--- config.mk ---
export PLATFORM = sky130hd
export DESIGN_NAME = icb_mem_arbiter
export DESIGN_NICKNAME = d
export VERILOG_FILES = /design/src/rtl/icb_mem_arbiter_pkg.sv /design/src/rtl/icb_arb_outs_fifo.sv /design/src/rtl/icb_mem_arbiter.sv
export SDC_FILE = /design/constraint.sdc
export NUM_CORES = 1
export LEC_CHECK = 0
export BUFFER_PORTS_ARGS = -buffer_cell sky130_fd_sc_hd__buf_2
export CORE_AREA = 8 8 117 119
export DETAILED_ROUTE_END_ITERATION = 7
export DIE_AREA = 0 0 125 127
export GPL_TIMING_DRIVEN = 0
export PLACE_DENSITY_LB_ADDON = 0.15
export SETUP_SLACK_MARGIN = 0.05
export SYNTH_ARGS = -nofsm -noshare
export SYNTH_HDL_FRONTEND = slang
export SYNTH_SLANG_ARGS = --single-unit
--- constraint.sdc ---
create_clock -name clk -period 9.7 [get_ports clk]
set_input_delay 2.91 -clock clk [delete_from_list [all_inputs] [get_ports clk]]
set_output_delay 2.91 -clock clk [all_outputs]
set_load 0.03 [all_outputs]
--- src/rtl/icb_mem_arbiter_pkg.sv ---
// Shared definitions for the two-master ICB memory arbiter.
//   - Default ICB field widths.
//   - Grant-ID encoding stored in the outstanding FIFO (MST_CORE=0, MST_EXT=1).
//   - mst_other(): returns the opposite master, used for the round-robin pointer update.
package icb_mem_arbiter_pkg;

  localparam int unsigned DefaultAw        = 32;
  localparam int unsigned DefaultDw        = 32;
  localparam int unsigned DefaultMw        = DefaultDw / 8;
  localparam int unsigned DefaultOutsDepth = 4;

  typedef enum logic {
    MST_CORE = 1'b0,
    MST_EXT  = 1'b1
  } icb_mst_e;

  function automatic icb_mst_e mst_other(input icb_mst_e m);
    return (m == MST_CORE) ? MST_EXT : MST_CORE;
  endfunction

endpackage

--- src/rtl/icb_arb_outs_fifo.sv ---
// Outstanding-command FIFO for the ICB arbiter: holds the 1-bit grant ID of every
// command issued to the slave so responses can be routed back in order.
// Ports:
//   clk, rst_n     clock, asynchronous active-low clear
//   push, din      enqueue a grant ID (ignored when full)
//   pop            dequeue the head (ignored when empty)
//   dout           head entry
//   full, empty    occupancy flags
//   count          number of stored entries, 0..Depth
module icb_arb_outs_fifo #(
  parameter int unsigned Depth = 4  // power of 2, >= 2
) (
  input  logic                     clk,
  input  logic                     rst_n,
  input  logic                     push,
  input  logic                     din,
  input  logic                     pop,
  output logic                     dout,
  output logic                     full,
  output logic                     empty,
  output logic [$clog2(Depth):0]   count
);

  localparam int unsigned PtrW = $clog2(Depth);
  localparam int unsigned CntW = PtrW + 1;

  logic [Depth-1:0] mem_q;
  logic [PtrW-1:0]  wptr_q, rptr_q;
  logic [CntW-1:0]  count_q, count_d;
  logic             push_ok, pop_ok;

  assign full    = (count_q == CntW'(Depth));
  assign empty   = (count_q == '0);
  assign push_ok = push & ~full;
  assign pop_ok  = pop & ~empty;
  assign dout    = mem_q[rptr_q];
  assign count   = count_q;

  always_comb begin
    count_d = count_q;
    unique case ({push_ok, pop_ok})
      2'b10:   count_d = count_q + CntW'(1);
      2'b01:   count_d = count_q - CntW'(1);
      default: count_d = count_q;
    endcase
  end

  // Depth is a power of 2, so the pointers wrap by natural overflow.
  always_ff @(posedge clk or negedge rst_n) begin
    if (!rst_n) begin
      mem_q   <= '0;
      wptr_q  <= '0;
      rptr_q  <= '0;
      count_q <= '0;
    end else begin
      if (push_ok) begin
        mem_q[wptr_q] <= din;
        wptr_q        <= wptr_q + PtrW'(1);
      end
      if (pop_ok) begin
        rptr_q <= rptr_q + PtrW'(1);
      end
      count_q <= count_d;
    end
  end

endmodule

--- src/rtl/icb_mem_arbiter.sv ---
// Two-master, one-slave ICB arbiter. m0 is the core's mem ICB port, m1 an external/debug
// DMA requester; both share one memory slave.
//   - Command path is a zero-latency combinational pass-through of the granted master.
//   - Grant is round-robin per command; a command presented but stalled by the slave is
//     locked so it stays stable until its handshake.
//   - An in-order FIFO of grant IDs steers each slave response back to its issuer.
// Configuration macro:
//   ICB_ARB_FIXED_PRIO_EN  when defined, m0 always wins a tie and no round-robin pointer
//                          exists; the lock still applies.
// Ports:
//   clk, rst_n                 clock, asynchronous active-low reset
//   m{0,1}_icb_cmd_*           master command channels (valid/ready/addr/read/wdata/wmask)
//   m{0,1}_icb_rsp_*           master response channels (valid/ready/err/rdata)
//   s_icb_cmd_*, s_icb_rsp_*   slave command/response channels
//   arb_busy                   at least one command outstanding
module icb_mem_arbiter
  import icb_mem_arbiter_pkg::*;
#(
  parameter int unsigned AW         = DefaultAw,
  parameter int unsigned DW         = DefaultDw,
  parameter int unsigned OUTS_DEPTH = DefaultOutsDepth
) (
  input  logic            clk,
  input  logic            rst_n,

  input  logic            m0_icb_cmd_valid,
  output logic            m0_icb_cmd_ready,
  input  logic [AW-1:0]   m0_icb_cmd_addr,
  input  logic            m0_icb_cmd_read,
  input  logic [DW-1:0]   m0_icb_cmd_wdata,
  input  logic [DW/8-1:0] m0_icb_cmd_wmask,
  output logic            m0_icb_rsp_valid,
  input  logic            m0_icb_rsp_ready,
  output logic            m0_icb_rsp_err,
  output logic [DW-1:0]   m0_icb_rsp_rdata,

  input  logic            m1_icb_cmd_valid,
  output logic            m1_icb_cmd_ready,
  input  logic [AW-1:0]   m1_icb_cmd_addr,
  input  logic            m1_icb_cmd_read,
  input  logic [DW-1:0]   m1_icb_cmd_wdata,
  input  logic [DW/8-1:0] m1_icb_cmd_wmask,
  output logic            m1_icb_rsp_valid,
  input  logic            m1_icb_rsp_ready,
  output logic            m1_icb_rsp_err,
  output logic [DW-1:0]   m1_icb_rsp_rdata,

  output logic            s_icb_cmd_valid,
  input  logic            s_icb_cmd_ready,
  output logic [AW-1:0]   s_icb_cmd_addr,
  output logic            s_icb_cmd_read,
  output logic [DW-1:0]   s_icb_cmd_wdata,
  output logic [DW/8-1:0] s_icb_cmd_wmask,
  input  logic            s_icb_rsp_valid,
  output logic            s_icb_rsp_ready,
  input  logic            s_icb_rsp_err,
  input  logic [DW-1:0]   s_icb_rsp_rdata,

  output logic            arb_busy
);

  localparam int unsigned CntW = $clog2(OUTS_DEPTH) + 1;

  icb_mst_e        grant;
  icb_mst_e        tie_winner;
  icb_mst_e        lock_id_q, lock_id_d;
  icb_mst_e        head;
  logic            lock_q, lock_d;
  logic            gnt_valid;
  logic            cmd_accept;
  logic            cmd_hsk;
  logic            rsp_hsk;
  logic            fifo_full, fifo_empty, fifo_head;
  logic [CntW-1:0] fifo_count;

`ifdef ICB_ARB_FIXED_PRIO_EN
  assign tie_winner = MST_CORE;
`else
  icb_mst_e rr_ptr_q, rr_ptr_d;

  assign tie_winner = rr_ptr_q;
  assign rr_ptr_d   = cmd_hsk ? mst_other(grant) : rr_ptr_q;

  always_ff @(posedge clk or negedge rst_n) begin
    if (!rst_n) begin
      rr_ptr_q <= MST_CORE;
    end else begin
      rr_ptr_q <= rr_ptr_d;
    end
  end
`endif

  // ---------------------------------------------------------------------------------------
  // Command arbitration
  // ---------------------------------------------------------------------------------------
  always_comb begin
    grant = tie_winner;
    if (lock_q) begin
      grant = lock_id_q;
    end else begin
      unique case ({m1_icb_cmd_valid, m0_icb_cmd_valid})
        2'b01:   grant = MST_CORE;
        2'b10:   grant = MST_EXT;
        default: grant = tie_winner;
      endcase
    end
  end

  assign gnt_valid = (grant == MST_EXT) ? m1_icb_cmd_valid : m0_icb_cmd_valid;

  // Full blocks issue even if a response pops this cycle; qualifying with rst_n keeps every
  // handshake output low while reset is asserted.
  assign s_icb_cmd_valid  = rst_n & gnt_valid & ~fifo_full;
  assign cmd_accept       = rst_n & s_icb_cmd_ready & ~fifo_full;
  assign m0_icb_cmd_ready = cmd_accept & (grant == MST_CORE);
  assign m1_icb_cmd_ready = cmd_accept & (grant == MST_EXT);
  assign cmd_hsk          = s_icb_cmd_valid & s_icb_cmd_ready;

  always_comb begin
    if (grant == MST_EXT) begin
      s_icb_cmd_addr  = m1_icb_cmd_addr;
      s_icb_cmd_read  = m1_icb_cmd_read;
      s_icb_cmd_wdata = m1_icb_cmd_wdata;
      s_icb_cmd_wmask = m1_icb_cmd_wmask;
    end else begin
      s_icb_cmd_addr  = m0_icb_cmd_addr;
      s_icb_cmd_read  = m0_icb_cmd_read;
      s_icb_cmd_wdata = m0_icb_cmd_wdata;
      s_icb_cmd_wmask = m0_icb_cmd_wmask;
    end
  end

  // A presented-but-stalled command pins the grant until it is accepted.
  always_comb begin
    lock_d    = lock_q;
    lock_id_d = lock_id_q;
    if (cmd_hsk) begin
      lock_d = 1'b0;
    end else if (s_icb_cmd_valid) begin
      lock_d    = 1'b1;
      lock_id_d = grant;
    end
  end

  always_ff @(posedge clk or negedge rst_n) begin
    if (!rst_n) begin
      lock_q    <= 1'b0;
      lock_id_q <= MST_CORE;
    end else begin
      lock_q    <= lock_d;
      lock_id_q <= lock_id_d;
    end
  end

  // ---------------------------------------------------------------------------------------
  // Outstanding tracking and response routing
  // ---------------------------------------------------------------------------------------
  icb_arb_outs_fifo #(
    .Depth (OUTS_DEPTH)
  ) u_outs_fifo (
    .clk   (clk),
    .rst_n (rst_n),
    .push  (cmd_hsk),
    .din   (grant),
    .pop   (rsp_hsk),
    .dout  (fifo_head),
    .full  (fifo_full),
    .empty (fifo_empty),
    .count (fifo_count)
  );

  assign head = icb_mst_e'(fifo_head);

  // A slave response while nothing is outstanding is dropped: not forwarded, not accepted.
  assign m0_icb_rsp_valid = s_icb_rsp_valid & ~fifo_empty & (head == MST_CORE);
  assign m1_icb_rsp_valid = s_icb_rsp_valid & ~fifo_empty & (head == MST_EXT);
  assign m0_icb_rsp_err   = s_icb_rsp_err;
  assign m1_icb_rsp_err   = s_icb_rsp_err;
  assign m0_icb_rsp_rdata = s_icb_rsp_rdata;
  assign m1_icb_rsp_rdata = s_icb_rsp_rdata;

  assign s_icb_rsp_ready = ~fifo_empty & ((head == MST_EXT) ? m1_icb_rsp_ready
                                                            : m0_icb_rsp_ready);
  assign rsp_hsk         = s_icb_rsp_valid & s_icb_rsp_ready;

  assign arb_busy = (fifo_count != '0);

endmodule

==> impl_table.tex, run 1 <==
\begin{tabular}{lr}
\hline
Metric & Value \\
\hline
\multicolumn{2}{l}{\textbf{Yosys}} \\
\quad Fraction of the yosys area taken by sequential cells & between 15 and 20\% \\
\quad Post-synthesis area per instance & slightly above 6 um\^{}2 \\
\quad Warning count from the yosys run & 0 \\
\quad Synth Net Count & around 560 \\
\quad Netlist Area Pre-Place & about 0.0023 mm\^{}2 \\
\quad Distinct cell type count of the synthesized netlist & 30 \\
\quad Mapped Cells & about 370 \\
\quad Count of state elements after synthesis & 14 \\
\multicolumn{2}{l}{\textbf{Worst setup path}} \\
\quad Cell repeated most along the worst path & sky130\_fd\_sc\_hd\_\_buf\_2 \\
\quad Crit Path Class & in2out \\
\quad Highest-delay cell along the critical path & sky130\_fd\_sc\_hd\_\_mux2i\_1 \\
\quad Crit-path max cell delay & between 0.6 and 0.7 ns \\
\quad Arrival time of data at the critical path endpoint & 5.18 ns \\
\quad Worst EP required & approximately 6.8 ns \\
\quad Flop-to-flop setup slack & 7.27 ns \\
\quad Family of cells with the greatest summed delay on the critical path & multiplexers \\
\quad Buffers plus inverters on the worst setup path & 4 \\
\quad Beginning of the worst register-to-register path & u\_outs\_fifo.count[0] \\
\quad Count of cell instances traversed by the critical path & 9 \\
\quad Endpoint class of the critical path & output port \\
\quad Cell-by-cell trace of the critical path & buf\_2, inv\_1, ha\_1, mux2\_4, mux2i\_1, buf\_2, nand2\_1, nand2\_1, buf\_2 \\
\quad CP Capture Point & s\_icb\_cmd\_addr[13] \\
\quad Worst setup path startpoint & m0\_icb\_cmd\_valid \\
\quad Cell count of the worst reg-to-reg path & 9 \\
\quad Kind of launch point of the worst setup path & primary input \\
\quad Reg-to-reg endpoint & u\_outs\_fifo.count[2] \\
\quad CP max FO & 10 \\
\multicolumn{2}{l}{\textbf{CTS}} \\
\quad \# H-tree levels & 1 \\
\quad Number of buffers on the longest clock path & 2 \\
\quad Clock sink count & 14 \\
\quad Skew-Pair Late Insertion Delay & roughly 0.24 ns \\
\quad Post-CTS setup buffer count & 0 \\
\quad Root Buffer Master & sky130\_fd\_sc\_hd\_\_clkbuf\_16 \\
\quad CTS tree & yes \\
\quad Hold bufs inserted after CTS & 0 \\
\quad CTS Buf Count & 3 \\
\quad Resized Gates After CTS & 0 \\
\quad Clock input transition at the sequential cells of the worst setup and hold paths & $\sim$0.040 ns \\
\multicolumn{2}{l}{\textbf{Power}} \\
\quad Internal portion of total power & between 400 and 500 uW \\
\quad Combinational power share & approximately 85\% \\
\quad Static Leakage & roughly 2.7 nW \\
\quad Switching power share of the total & between 60\% and 70\% \\
\quad Relative contribution of sequential cells to total power & under 10\% \\
\quad Peak supply drop & about 0.12 mV \\
\quad Pwr per Cell Area & approximately 300 mW/mm\^{}2 \\
\quad Overall power after layout & around 1.2 mW \\
\quad Net switching component of the power & approximately 760 uW \\
\quad Proportion of power drawn by the clock network & $\sim$6.3\% \\
\multicolumn{2}{l}{\textbf{Drt}} \\
\quad Wire per inst & roughly 15 um \\
\quad Violation count after the first detailed-route iteration & 139 \\
\quad Total routed wirelength & 12420 um \\
\quad Total via count in the routed design & 3226 \\
\quad Vias per cell & 3.988 \\
\quad DRC Markers & 0 \\
\quad ANT nets after route & 0 \\
\quad Drt pass-1 iters & 4 \\
\multicolumn{2}{l}{\textbf{Flow run}} \\
\quad Reported max-cap violation count & 0 \\
\multicolumn{2}{l}{\textbf{STA}} \\
\quad Final hold violation count & 0 \\
\quad Final setup TNS & 0 ns \\
\quad Tightest Pin Transition & 0.8577 ns \\
\quad Number of setup violations in the final report & 0 \\
\quad Pins Over Slew Limit & 0 \\
\quad Clock skew & $\sim$0.004 ns \\
\quad Unrepaired setup endpoints after global routing & no \\
\quad Fmax achieved & between 0.1 and 0.15 GHz \\
\quad Time the worst path needs with I/O delays and setup & slightly above 8 ns \\
\quad Worst slew margin relative to its limit & approximately two fifths \\
\quad Final period utilization & a little over four fifths \\
\multicolumn{2}{l}{\textbf{Place}} \\
\quad Gp weighted congestion & 0.8075 \\
\quad Detailed Place HPWL & about 11000 um \\
\quad Post-detailed-placement cell area & about 0.0039 mm\^{}2 \\
\quad Buffers on Ports & 287 \\
\multicolumn{2}{l}{\textbf{Global routing}} \\
\quad Number of global-route vias before repair & around 3.3k \\
\quad Global-route wire length before repair & around 19000 um \\
\quad Largest net degree at the start of global routing & 18 \\
\quad Overflow after GRT & 0 \\
\quad GR Util All Layers & between 10\% and 20\% \\
\quad Initial antenna violation count & 2 \\
\multicolumn{2}{l}{\textbf{Finish}} \\
\quad Share of cells above drive strength 1 & about three fifths \\
\quad Layout Nets & roughly 850 \\
\quad Area added between synthesis and finish & 73.79\% \\
\quad Post-route standard cell area excluding fillers & about 0.0040 mm\^{}2 \\
\multicolumn{2}{l}{\textbf{Die}} \\
\quad Die Outline Area & approximately 0.016 mm\^{}2 \\
\quad Vertical die dimension & 127 um \\
\quad Starting density of the core & between 15 and 20\% \\
\quad Number of top-level pins & between 300 and 400 \\
\quad Area of the placeable core & approximately 0.012 mm\^{}2 \\
\quad FP Rows & 40 \\
\quad Die Width & about 130 um \\
\multicolumn{2}{l}{\textbf{Outcome}} \\
\quad Result of the run & completed \\
\multicolumn{2}{l}{\textbf{Min path}} \\
\quad Type of the worst min-delay path & reg2reg \\
\hline
\end{tabular}
==> cell usage after synthesis (all sizes together) <==
cell type	count	area [um^2]
nor3b	1	7.510
fa	1	20.02
nor2	6	22.52
nand2	211	792.0
mux2	9	120.1
inv	8	30.03
or3b	1	8.760
o311ai	1	26.28
xnor2	2	17.52
nand3b	1	7.510
nand3	2	10.01
mux2i	6	60.06
dfrtp	14	350.3
clkbuf	2	7.510
o311a	1	10.01
nor3	2	15.01
and3	2	12.51
xor2	4	35.03
o21a	1	7.510
a21oi	2	10.01
mux4	1	22.52
a211oi	1	12.51
buf	80	565.6
o21ai	1	8.760
ha	6	75.07
or3	1	6.260
o211a	4	40.04
==> layout by cell type, fill, tap and decap left out, types with 2 or more instances in the layout <==
cell type and count:
sky130_fd_sc_hd__a21oi_1 2, sky130_fd_sc_hd__and3_1 2, sky130_fd_sc_hd__buf_2 301, sky130_fd_sc_hd__buf_4 66
sky130_fd_sc_hd__clkbuf_1 2, sky130_fd_sc_hd__clkbuf_16 3, sky130_fd_sc_hd__dfrtp_1 14, sky130_fd_sc_hd__ha_1 6
sky130_fd_sc_hd__inv_1 8, sky130_fd_sc_hd__mux2_2 4, sky130_fd_sc_hd__mux2_4 5, sky130_fd_sc_hd__mux2i_1 6
sky130_fd_sc_hd__nand2_1 211, sky130_fd_sc_hd__nand3_1 2, sky130_fd_sc_hd__nor2_1 6, sky130_fd_sc_hd__o211a_1 4
sky130_fd_sc_hd__xnor2_1 2, sky130_fd_sc_hd__xor2_1 4
==> sequential cells by signal, summed over array words and instances, names as in the netlist <==
register	cells
lock_id_q	1
lock_q	1
rr_ptr_q	1
u_outs_fifo.count	3
u_outs_fifo.mem_q	4
u_outs_fifo.rptr_q	2
u_outs_fifo.wptr_q	2
==> worst reg2reg max path, delay by kind of cell, from the launching register on <==
kind / cells / cell delay, ns
xor+xnor: 2 / 0.30
fa+ha+maj: 2 / 0.63
simple gates: 3 / 0.81
compound gates: 1 / 0.16
buf+inv: 1 / 0.06
flops: 1 / 0.40
==> area by class of cell <==
class                           count  area [um^2]
Antenna cell                        1        2.502
Multi-Input combinational cell    267         1348
Tap cell                          147        183.9
Inverter                            8        30.03
Sequential cell                    14        350.3
Clock buffer                        3        75.07
Buffer                             82        573.1
Fill cell                        1332         7812
Timing Repair Buffer              287         1436
==> metal layers <==
layer	vias up	routed length (um)	track usage, %
met5	-	13	0
met4	2	66	2.149
met3	6	1146	5.657
met2	167	6564	28.09
met1	1395	4633	14.67
li1	1656	-	-
==> power groups by stage <==
| stage | Clock [mW] | Combinational (mW) | Sequential [mW] |
|---|---|---|---|
| finish | 0.0761 | 1.03 | 0.111 |
| global route | 0.0813 | 1.12 | 0.117 |
| CTS | 0.0787 | 1.05 | 0.112 |
| floorplan | 0 | 0.736 | 0.106 |
| global placement | 0 | 1.04 | 0.112 |
| detailed placement | 0 | 1.05 | 0.112 |
==> kinds of logic (layout without fill, tap and decap cells) <==
kind of cell,count (synthesis),after routing,synth area share [%]
AND/OR/NAND/NOR,227,227,38.34
XOR/XNOR,6,6,2.284
adder cells (fa/ha/maj),7,7,4.133
buffers and inverters,90,380,26.21
multiplexers,16,16,8.809
flip-flops,14,14,15.23
other,0,1,0
AO/OA/AOI/OAI,11,11,5.003
==> how the worst min path moves through the flow <==
stage,to,cells after the start,slack (ns),from
after floorplan,u_outs_fifo.count[2],1,0.46,u_outs_fifo.count[2]
after global placement,u_outs_fifo.count[2],1,0.49,u_outs_fifo.count[2]
after detailed placement,u_outs_fifo.count[2],1,0.49,u_outs_fifo.count[2]
after CTS,u_outs_fifo.count[2],1,0.49,u_outs_fifo.count[2]
after global routing,u_outs_fifo.count[2],1,0.53,u_outs_fifo.count[2]
final,u_outs_fifo.count[2],1,0.49,u_outs_fifo.count[2]
==> stage by stage <==
stage | instances | setup WS (ns) | hold WS [ns] | util, %
after floorplan | 371 | 2.275 | 0.4552 | -
after global placement | 805 | 1.441 | 0.4872 | 33.20
after detailed placement | 805 | 1.476 | 0.4890 | 33.20
after CTS | 808 | 1.465 | 0.4944 | 33.83
after global routing | 809 | 1.336 | 0.5293 | 33.86
final | 809 | 1.610 | 0.4886 | 33.86
Note: power is estimated with default switching activity, not from simulation.
==> run 2, diff against run 1 <==
--- a/config.mk
+++ b/config.mk
@@ -5,6 +5,7 @@
 export SDC_FILE = /design/constraint.sdc
 export NUM_CORES = 1
 export LEC_CHECK = 0
+export ABC_AREA = 1
 export BUFFER_PORTS_ARGS = -buffer_cell sky130_fd_sc_hd__buf_2
 export CORE_AREA = 8 8 117 119
 export DETAILED_ROUTE_END_ITERATION = 7
==> constraint.sdc (replaced) <==
create_clock -name clk -period 8.5 [get_ports clk]
set_input_delay 2.55 -clock clk [delete_from_list [all_inputs] [get_ports clk]]
set_output_delay 2.55 -clock clk [all_outputs]
set_load 0.03 [all_outputs]
==> run 2 against run 1 <==
  * Non-clock buffer count grew 1
  * Die area is the same
  * Sequential share of layout area grew 0.10 points
  * Sequential cell count is the same
  * Clock power grew 28%
  * First-iteration DRC count shrank 31%
  * Area after synthesis shrank 2.4%
  * Largest cell class unchanged
  * Utilization shrank 0.38 points
  * Power grew 21%
  * Clock skew shrank 0.0034 ns
  * Register-to-register slack lost 1.0 ns
==> impl_table.tex, run 2 <==
\begin{tabular}{lr}
\hline
Metric & Value \\
\hline
\multicolumn{2}{l}{\textbf{Outcome}} \\
\quad Result of the run & completed (unchanged) \\
\multicolumn{2}{l}{\textbf{Yosys}} \\
\quad Largest area contributor in the synthesized netlist & sky130\_fd\_sc\_hd\_\_nand2\_1 (unchanged) \\
\quad Netlist Area Pre-Place & 0.002245 mm\^{}2 (was 0.002301 mm\^{}2) \\
\quad Distinct cell type count of the synthesized netlist & 26 (was 30) \\
\quad Share of synthesized flip-flops with an asynchronous set or reset & 100.0\% (unchanged) \\
\quad Count of state elements after synthesis & 14 (unchanged) \\
\quad Most used standard cell by instance count after synthesis & sky130\_fd\_sc\_hd\_\_nand2\_1 (unchanged) \\
\quad Share of Yosys cell area claimed by the top area cell type & 40.30\% (was 34.42\%) \\
\quad Predominant post-synthesis flop cell & sky130\_fd\_sc\_hd\_\_dfrtp\_1 (unchanged) \\
\quad Most used standard cells in the synthesized netlist & sky130\_fd\_sc\_hd\_\_nand2\_1 (241), sky130\_fd\_sc\_hd\_\_buf\_4 (66), sky130\_fd\_sc\_hd\_\_inv\_1 (15), sky130\_fd\_sc\_hd\_\_dfrtp\_1 (14), sky130\_fd\_sc\_hd\_\_buf\_2 (12) (was sky130\_fd\_sc\_hd\_\_nand2\_1 (211), sky130\_fd\_sc\_hd\_\_buf\_4 (66), sky130\_fd\_sc\_hd\_\_buf\_2 (14), sky130\_fd\_sc\_hd\_\_dfrtp\_1 (14), sky130\_fd\_sc\_hd\_\_inv\_1 (8)) \\
\quad Synth Net Count & 587 (was 557) \\
\quad Warning count from the yosys run & 0 (unchanged) \\
\quad Post-synthesis area per instance & 5.598 um\^{}2 (was 6.202 um\^{}2) \\
\quad Mapped Cells & 401 (was 371) \\
\quad Fraction of the yosys area taken by sequential cells & 15.61\% (was 15.23\%) \\
\quad Area contributors post-synth & sky130\_fd\_sc\_hd\_\_nand2\_1 (40\%), sky130\_fd\_sc\_hd\_\_buf\_4 (22\%), sky130\_fd\_sc\_hd\_\_dfrtp\_1 (16\%) (was sky130\_fd\_sc\_hd\_\_nand2\_1 (34\%), sky130\_fd\_sc\_hd\_\_buf\_4 (22\%), sky130\_fd\_sc\_hd\_\_dfrtp\_1 (15\%)) \\
\quad Number of flops mapped to enable cells by yosys & 0 (unchanged) \\
\multicolumn{2}{l}{\textbf{Place}} \\
\quad Detailed Place HPWL & 11020 um (was 11190 um) \\
\quad Gp weighted congestion & 0.8164 (was 0.8075) \\
\quad Buffers on Ports & 287 (unchanged) \\
\quad Dpl ws & 1.688 ns (was 1.476 ns) \\
\quad Cell count after placement & 835 (was 805) \\
\multicolumn{2}{l}{\textbf{Power}} \\
\quad Pwr per Cell Area & 370.8 mW/mm\^{}2 (was 303.9 mW/mm\^{}2) \\
\quad Internal portion of total power & 524.1 uW (was 458.6 uW) \\
\quad Peak supply drop & 0.1365 mV (was 0.1153 mV) \\
\quad Combinational power share & 84.9\% (was 84.6\%) \\
\quad Relative contribution of sequential cells to total power & 8.5\% (was 9.2\%) \\
\quad Static Leakage & 2.653 nW (was 2.666 nW) \\
\quad Switching power share of the total & 64.26\% (was 62.26\%) \\
\quad Proportion of power drawn by the clock network & 6.6\% (was 6.3\%) \\
\quad Net switching component of the power & 942.2 uW (was 756.6 uW) \\
\multicolumn{2}{l}{\textbf{Drt}} \\
\quad Total routed wirelength & 12210 um (was 12420 um) \\
\quad ANT nets after route & 0 (unchanged) \\
\quad Drt pass-1 iters & 4 (unchanged) \\
\quad DRC Markers & 0 (unchanged) \\
\quad Violation count after the first detailed-route iteration & 96 (was 139) \\
\quad Vias per cell & 3.887 (was 3.988) \\
\quad Wire per inst & 14.56 um (was 15.36 um) \\
\quad Total via count in the routed design & 3261 (was 3226) \\
\multicolumn{2}{l}{\textbf{STA}} \\
\quad Worst setup slack after layout & 1.745 ns (was 1.610 ns) \\
\quad Clock skew & 0.0005712 ns (was 0.003994 ns) \\
\quad Number of setup violations in the final report & 0 (unchanged) \\
\quad Fmax achieved & $\sim$0.15 GHz \\
\quad Final hold violation count & 0 (unchanged) \\
\quad Unrepaired setup endpoints after global routing & no (unchanged) \\
\quad Pins Over Slew Limit & 0 (unchanged) \\
\quad Final setup TNS & 0 ns (unchanged) \\
\quad Time the worst path needs with I/O delays and setup & between 6 and 7 ns \\
\quad Worst slew margin relative to its limit & 72.13\% (was 41.18\%) \\
\quad Tightest Pin Transition & 0.4181 ns (was 0.8577 ns) \\
\quad Final period utilization & between 70\% and 80\% \\
\multicolumn{2}{l}{\textbf{Die}} \\
\quad Area of the placeable core & 0.01181 mm\^{}2 (unchanged) \\
\quad Die Width & 125 um (unchanged) \\
\quad Starting density of the core & 19.00\% (was 19.48\%) \\
\quad Vertical die dimension & 127 um (unchanged) \\
\quad Die Outline Area & 0.01588 mm\^{}2 (unchanged) \\
\quad Number of top-level pins & 321 (unchanged) \\
\quad FP Rows & 40 (unchanged) \\
\multicolumn{2}{l}{\textbf{CTS}} \\
\quad CTS tree & yes (unchanged) \\
\quad \# H-tree levels & 1 (unchanged) \\
\quad Post-CTS setup buffer count & 0 (unchanged) \\
\quad Skew-Pair Late Insertion Delay & 0.24 ns (about the same) \\
\quad Clock input transition at the sequential cells of the worst setup and hold paths & 0.05 ns (was 0.04 ns) \\
\quad Clock sink count & 14 (unchanged) \\
\quad Hold bufs inserted after CTS & 0 (unchanged) \\
\quad Root Buffer Master & sky130\_fd\_sc\_hd\_\_clkbuf\_16 (unchanged) \\
\quad CTS Buf Count & 3 (unchanged) \\
\quad Number of buffers on the longest clock path & 2 (unchanged) \\
\quad Resized Gates After CTS & 0 (unchanged) \\
\multicolumn{2}{l}{\textbf{Global routing}} \\
\quad Initial antenna violation count & 0 (was 2) \\
\quad GR Util All Layers & 14.24\% (was 14.52\%) \\
\quad Number of global-route vias before repair & 3445 (was 3338) \\
\quad Global-route wire length before repair & 18460 um (was 18690 um) \\
\quad Overflow after GRT & 0 (unchanged) \\
\quad Global routing met3 resource utilization & 5.283\% (was 5.657\%) \\
\quad Largest net degree at the start of global routing & 16 (was 18) \\
\quad Layer carrying the most global-route usage & met2 (unchanged) \\
\quad Fraction of met1 tracks used by global routing & 14.56\% (was 14.67\%) \\
\quad GR Layer Usage met2 & 27.36\% (was 28.09\%) \\
\multicolumn{2}{l}{\textbf{Finish}} \\
\quad Share of cells above drive strength 1 & 55.06\% (was 58.09\%) \\
\quad Number of inserted diodes & 0 (was 1) \\
\quad Fill cell instance count of the final layout & 1352 (was 1332) \\
\quad Flip-flop count of the largest register, all copies and words added & 4 (unchanged) \\
\quad Fin cells & 839 (was 809) \\
\quad Largest register by flop count & u\_outs\_fifo.mem\_q (unchanged) \\
\quad Commonest non-fill, non-tap cell in the layout & sky130\_fd\_sc\_hd\_\_buf\_2 (unchanged) \\
\quad Commonest cells after routing, fill and taps aside & sky130\_fd\_sc\_hd\_\_buf\_2 (299), sky130\_fd\_sc\_hd\_\_nand2\_1 (241), sky130\_fd\_sc\_hd\_\_buf\_4 (66) (was sky130\_fd\_sc\_hd\_\_buf\_2 (301), sky130\_fd\_sc\_hd\_\_nand2\_1 (211), sky130\_fd\_sc\_hd\_\_buf\_4 (66)) \\
\quad Area added between synthesis and finish & 76.14\% (was 73.79\%) \\
\quad Layout Nets & 879 (was 849) \\
\multicolumn{2}{l}{\textbf{Worst setup path}} \\
\quad Highest-delay cell along the critical path & sky130\_fd\_sc\_hd\_\_ha\_1 (was sky130\_fd\_sc\_hd\_\_mux2i\_1) \\
\quad Crit-path max cell delay & 0.30 ns (was 0.65 ns) \\
\quad CP max FO & 10 (unchanged) \\
\quad Family of cells with the greatest summed delay on the critical path & buffers and inverters (was multiplexers) \\
\quad Arrival time of data at the critical path endpoint & 4.20 ns (was 5.18 ns) \\
\quad Crit Path Class & in2out (unchanged) \\
\quad Kind of launch point of the worst setup path & primary input (unchanged) \\
\quad Endpoint class of the critical path & output port (unchanged) \\
\quad Worst EP required & 5.95 ns (was 6.79 ns) \\
\quad Buffers plus inverters on the worst setup path & 7 (was 4) \\
\quad Cell-by-cell trace of the critical path & buf\_2, inv\_1, ha\_1, inv\_1, nand2\_1, nand3\_2, nand2\_4, inv\_2, buf\_6, buf\_2, nand2\_1, nand2\_1, buf\_2 (was buf\_2, inv\_1, ha\_1, mux2\_4, mux2i\_1, buf\_2, nand2\_1, nand2\_1, buf\_2) \\
\multicolumn{2}{l}{\textbf{Min path}} \\
\quad Type of the worst min-delay path & reg2reg (unchanged) \\
\multicolumn{2}{l}{\textbf{Flow run}} \\
\quad Reported max-cap violation count & 0 (unchanged) \\
\hline
\end{tabular}
## run 2: cell count changes after synthesis, sizes merged, moves of 6 or more
cell	before	now
mux2	9	0
nand4	0	6
nand2	211	243
nand3	2	10
inv	8	17
mux2i	6	0
## run 2: final cells by class
cell class                 instances  area [um^2]  area share (%)
buffer                            83        593.1           15.00
clock buffer                       4        88.84           2.247
inverter                          17        63.81           1.614
multi-input combinational        287         1237           31.30
sequential                        14        350.3           8.861
tap                              147        183.9           4.652
timing repair buffer             287         1436           36.33
## run 2: worst paths after layout
path                                        from                    to  slack [ns]  cells after the start
max                             m0_icb_cmd_valid   s_icb_cmd_wdata[17]        1.75                     13
max in group asynchronous                  rst_n  u_outs_fifo.mem_q[3]        6.05                      1
min reg2reg                 u_outs_fifo.mem_q[0]  u_outs_fifo.mem_q[0]        0.47                      2
min                         u_outs_fifo.mem_q[0]  u_outs_fifo.mem_q[0]        0.47                      2
min in group asynchronous                  rst_n  u_outs_fifo.count[0]        2.21                      1
max reg2reg                u_outs_fifo.rptr_q[0]  u_outs_fifo.count[2]        6.25                     15
## run 2: cells by family (layout without fill, tap and decap cells)
logic type | after synthesis | count (layout) | share of synthesized area, %
buffers and inverters | 100 | 391 | 29.26
xor gates and xnor gates | 3 | 3 | 1.171
adders and majority gates | 7 | 7 | 4.236
and+or+nand+nor | 267 | 267 | 47.16
DFF | 14 | 14 | 15.61
AOI/OAI and AO/OA | 10 | 10 | 2.563
## run 2: power groups by stage
stage | Clock (mW) | Combinational (mW) | Sequential (mW)
after floorplan | 0 | 0.877 | 0.120
after global placement | 0 | 1.25 | 0.125
after detailed placement | 0 | 1.26 | 0.126
after CTS | 0.0999 | 1.27 | 0.125
after global routing | 0.103 | 1.36 | 0.131
final | 0.0972 | 1.24 | 0.125
## run 2: through the flow
stage               instance area [um^2]  util (%)  total power, mW  hold WS [ns]
floorplan                           2245         -           0.9971        0.4416
global placement                    3865     32.72            1.379        0.4624
detailed placement                  3865     32.72            1.390        0.4626
CTS                                 3954     33.47            1.494        0.4746
global route                        3954     33.47            1.595        0.5031
finish                              3954     33.47            1.466        0.4699
## run 2: metal layers
layer  vias to the layer above  part of all wire, %
li1                       1726                    -
met1                      1368                   37
met2                       159                   52
met3                         8                  9.5
met4                         0                  1.1
met5                         -                    0
## run 2: tightest hold or removal path, stage by stage, from the launching register on
cell	delay (ns)
sky130_fd_sc_hd__dfrtp_1	0.34
sky130_fd_sc_hd__nand2_1	0.05
sky130_fd_sc_hd__nand2_1	0.04
==> run 3, diff against run 2 <==
--- a/config.mk
+++ b/config.mk
@@ -7,9 +7,9 @@
 export LEC_CHECK = 0
 export ABC_AREA = 1
 export BUFFER_PORTS_ARGS = -buffer_cell sky130_fd_sc_hd__buf_2
-export CORE_AREA = 8 8 117 119
+export CORE_AREA = 8 8 120 122
 export DETAILED_ROUTE_END_ITERATION = 7
-export DIE_AREA = 0 0 125 127
+export DIE_AREA = 0 0 128 130
 export GPL_TIMING_DRIVEN = 0
 export PLACE_DENSITY_LB_ADDON = 0.15
 export SETUP_SLACK_MARGIN = 0.05
==> constraint.sdc (replaced) <==
create_clock -name clk -period 6.1 [get_ports clk]
set_input_delay 1.83 -clock clk [delete_from_list [all_inputs] [get_ports clk]]
set_output_delay 1.83 -clock clk [all_outputs]
set_load 0.03 [all_outputs]
==> run 3 against run 2 <==
  * Global-route usage shrank 1.2 points
  * Critical path depth is the same
  * Utilization shrank 1.5 points
  * Worst hold slack gained 0.0045 ns
  * Power grew 38%
  * Cell area grew 0.44%
  * First-iteration DRC count grew 6.3%
  * Cell count grew 2.9%
  * Count of clock-buffer cells in the layout shrank 1
  * Largest power group unchanged
  * Highest routed layer unchanged
==> impl_table.tex, run 3 (synthesis gave the netlist of run 2 again) <==
\begin{tabular}{lr}
\hline
Metric & Value \\
\hline
\multicolumn{2}{l}{\textbf{CTS}} \\
\quad Number of buffers on the longest clock path & 2 (unchanged) \\
\quad Post-CTS setup buffer count & 0 (unchanged) \\
\quad \# H-tree levels & 1 (unchanged) \\
\quad CTS tree & yes (unchanged) \\
\quad Skew-Pair Late Insertion Delay & 0.24 ns (about the same) \\
\quad Clock sink count & 14 (unchanged) \\
\quad Resized Gates After CTS & 0 (unchanged) \\
\quad Clock input transition at the sequential cells of the worst setup and hold paths & 0.05 ns (about the same) \\
\quad Root Buffer Master & sky130\_fd\_sc\_hd\_\_clkbuf\_16 (unchanged) \\
\quad Hold bufs inserted after CTS & 0 (unchanged) \\
\quad CTS Buf Count & 3 (unchanged) \\
\multicolumn{2}{l}{\textbf{Drt}} \\
\quad Drt pass-1 iters & 4 (unchanged) \\
\quad ANT nets after route & 0 (unchanged) \\
\quad Total via count in the routed design & 3291 (was 3261) \\
\quad Total routed wirelength & 12010 um (was 12210 um) \\
\quad Violation count after the first detailed-route iteration & 102 (was 96) \\
\quad DRC Markers & 0 (unchanged) \\
\quad Vias per cell & 3.813 (was 3.887) \\
\quad Wire per inst & 13.91 um (was 14.56 um) \\
\multicolumn{2}{l}{\textbf{Finish}} \\
\quad Layout Nets & 879 (unchanged) \\
\quad Area added between synthesis and finish & 76.92\% (was 76.14\%) \\
\quad End-of-flow core utilization & 31.99\% (was 33.47\%) \\
\quad Number of inserted diodes & 0 (unchanged) \\
\quad Share of cells above drive strength 1 & 54.99\% (was 55.06\%) \\
\quad Commonest non-fill, non-tap cell in the layout & sky130\_fd\_sc\_hd\_\_buf\_2 (unchanged) \\
\quad Fill cell instance count of the final layout & 1423 (was 1352) \\
\quad Largest register by flop count & u\_outs\_fifo.mem\_q (unchanged) \\
\quad Flip-flop count of the largest register, all copies and words added & 4 (unchanged) \\
\quad Commonest cells after routing, fill and taps aside & sky130\_fd\_sc\_hd\_\_buf\_2 (299), sky130\_fd\_sc\_hd\_\_nand2\_1 (241), sky130\_fd\_sc\_hd\_\_buf\_4 (66) (unchanged) \\
\quad Multi-input gate area in the final layout & 0.001237 mm\^{}2 (unchanged) \\
\quad Sequential cell area & 350.3 um\^{}2 (unchanged) \\
\multicolumn{2}{l}{\textbf{Place}} \\
\quad Buffers on Ports & 287 (unchanged) \\
\quad Detailed Place HPWL & 10770 um (was 11020 um) \\
\quad Gp weighted congestion & 0.8289 (was 0.8164) \\
\multicolumn{2}{l}{\textbf{Worst setup path}} \\
\quad Highest-delay cell along the critical path & sky130\_fd\_sc\_hd\_\_ha\_1 (unchanged) \\
\quad Endpoint class of the critical path & output port (unchanged) \\
\quad Kind of launch point of the worst setup path & primary input (unchanged) \\
\quad CP max FO & 10 (unchanged) \\
\quad Buffers plus inverters on the worst setup path & 7 (unchanged) \\
\quad Arrival time of data at the critical path endpoint & 3.55 ns (was 4.20 ns) \\
\quad Crit Path Class & in2out (unchanged) \\
\quad Family of cells with the greatest summed delay on the critical path & buffers and inverters (unchanged) \\
\quad Worst EP required & 4.27 ns (was 5.95 ns) \\
\quad Crit-path max cell delay & 0.30 ns (about the same) \\
\quad Cell-by-cell trace of the critical path & buf\_2, inv\_1, ha\_1, inv\_1, nand2\_1, nand3\_2, nand2\_4, inv\_2, buf\_6, buf\_2, nand2\_1, nand2\_1, buf\_2 (unchanged) \\
\multicolumn{2}{l}{\textbf{STA}} \\
\quad Clock skew & 0.001888 ns (was 0.0005712 ns) \\
\quad Final period utilization & 88.17\% \\
\quad Final setup TNS & 0 ns (unchanged) \\
\quad Unrepaired setup endpoints after global routing & no (unchanged) \\
\quad Time the worst path needs with I/O delays and setup & between 5 and 6 ns \\
\quad Number of setup violations in the final report & 0 (unchanged) \\
\quad Min Hold Slack & 0.4745 ns (was 0.4699 ns) \\
\quad Pins Over Slew Limit & 0 (unchanged) \\
\quad Worst slew margin relative to its limit & 72.95\% (was 72.13\%) \\
\quad Fmax achieved & 0.1859 GHz \\
\quad Final hold violation count & 0 (unchanged) \\
\quad Tightest Pin Transition & 0.4057 ns (was 0.4181 ns) \\
\multicolumn{2}{l}{\textbf{Power}} \\
\quad Static Leakage & 2.646 nW (was 2.653 nW) \\
\quad Pwr per Cell Area & 510.8 mW/mm\^{}2 (was 370.8 mW/mm\^{}2) \\
\quad Peak supply drop & 0.2874 mV (was 0.1365 mV) \\
\quad Overall power after layout & 2.029 mW (was 1.466 mW) \\
\multicolumn{2}{l}{\textbf{Die}} \\
\quad Starting density of the core & 18.08\% (was 19.00\%) \\
\quad Area of the placeable core & 0.01241 mm\^{}2 (was 0.01181 mm\^{}2) \\
\quad Die Outline Area & 0.01664 mm\^{}2 (was 0.01588 mm\^{}2) \\
\quad Die Width & 128 um (was 125 um) \\
\quad Vertical die dimension & 130 um (was 127 um) \\
\quad FP Rows & 41 (was 40) \\
\quad Number of top-level pins & 321 (unchanged) \\
\multicolumn{2}{l}{\textbf{Global routing}} \\
\quad GR Util All Layers & 13.05\% (was 14.24\%) \\
\quad Largest net degree at the start of global routing & 16 (unchanged) \\
\quad Global-route wire length before repair & 17530 um (was 18460 um) \\
\quad Initial antenna violation count & 0 (unchanged) \\
\quad Overflow after GRT & 0 (unchanged) \\
\quad Number of global-route vias before repair & 3529 (was 3445) \\
\multicolumn{2}{l}{\textbf{Min path}} \\
\quad Type of the worst min-delay path & reg2reg (unchanged) \\
\multicolumn{2}{l}{\textbf{Flow run}} \\
\quad Reported max-cap violation count & 0 (unchanged) \\
\multicolumn{2}{l}{\textbf{Outcome}} \\
\quad Result of the run & completed (unchanged) \\
\hline
\end{tabular}
## run 3: cell type report
type                    count  share of cell area [%]
well taps                 172                   5.419
plain buffers              83                   14.93
repair buffers            287                   36.17
flip-flops and latches     14                   8.822
clock buffers               3                   1.890
inverters                  17                   1.607
multi-input cells         287                   31.16
## run 3: final timing paths
path                                        from                     to  slack [ns]  cells past startpoint
min reg2reg                 u_outs_fifo.mem_q[0]   u_outs_fifo.mem_q[0]        0.47                      2
max reg2reg                u_outs_fifo.rptr_q[0]   u_outs_fifo.count[2]        3.81                     15
max in group asynchronous                  rst_n              lock_id_q        4.35                      1
min                         u_outs_fifo.mem_q[0]   u_outs_fifo.mem_q[0]        0.47                      2
max                             m0_icb_cmd_valid     s_icb_cmd_wdata[2]        0.72                     13
min in group asynchronous                  rst_n  u_outs_fifo.rptr_q[0]        1.49                      1
## run 3: through the flow
step	setup slack, ns	instances	area, um^2
6_report	0.7216	863	3971
5_1_grt	0.5944	863	3971
4_1_cts	0.6592	863	3971
3_5_place_dp	0.6690	860	3896
3_3_place_gp	0.7309	860	3896
2_1_floorplan	1.150	401	2245
## run 3: metal layers
| layer | GRT usage [%] | share of wire (%) | vias up |
|---|---|---|---|
| met5 | 0 | 0 | - |
| met4 | 1.958 | 0.72 | 0 |
| met3 | 5.059 | 11 | 7 |
| met2 | 25.14 | 53 | 164 |
| met1 | 13.25 | 36 | 1391 |
| li1 | - | - | 1729 |
## run 3: power by group
part           total [mW]  switching, mW  internal (mW)
Combinational        1.73           1.24          0.492
Clock               0.124         0.0378         0.0858
Sequential          0.174         0.0358          0.139
## run 3: worst min-delay path: stages, from the launching register on
cell	delay [ns]
sky130_fd_sc_hd__dfrtp_1	0.34
sky130_fd_sc_hd__nand2_1	0.05
sky130_fd_sc_hd__nand2_1	0.05
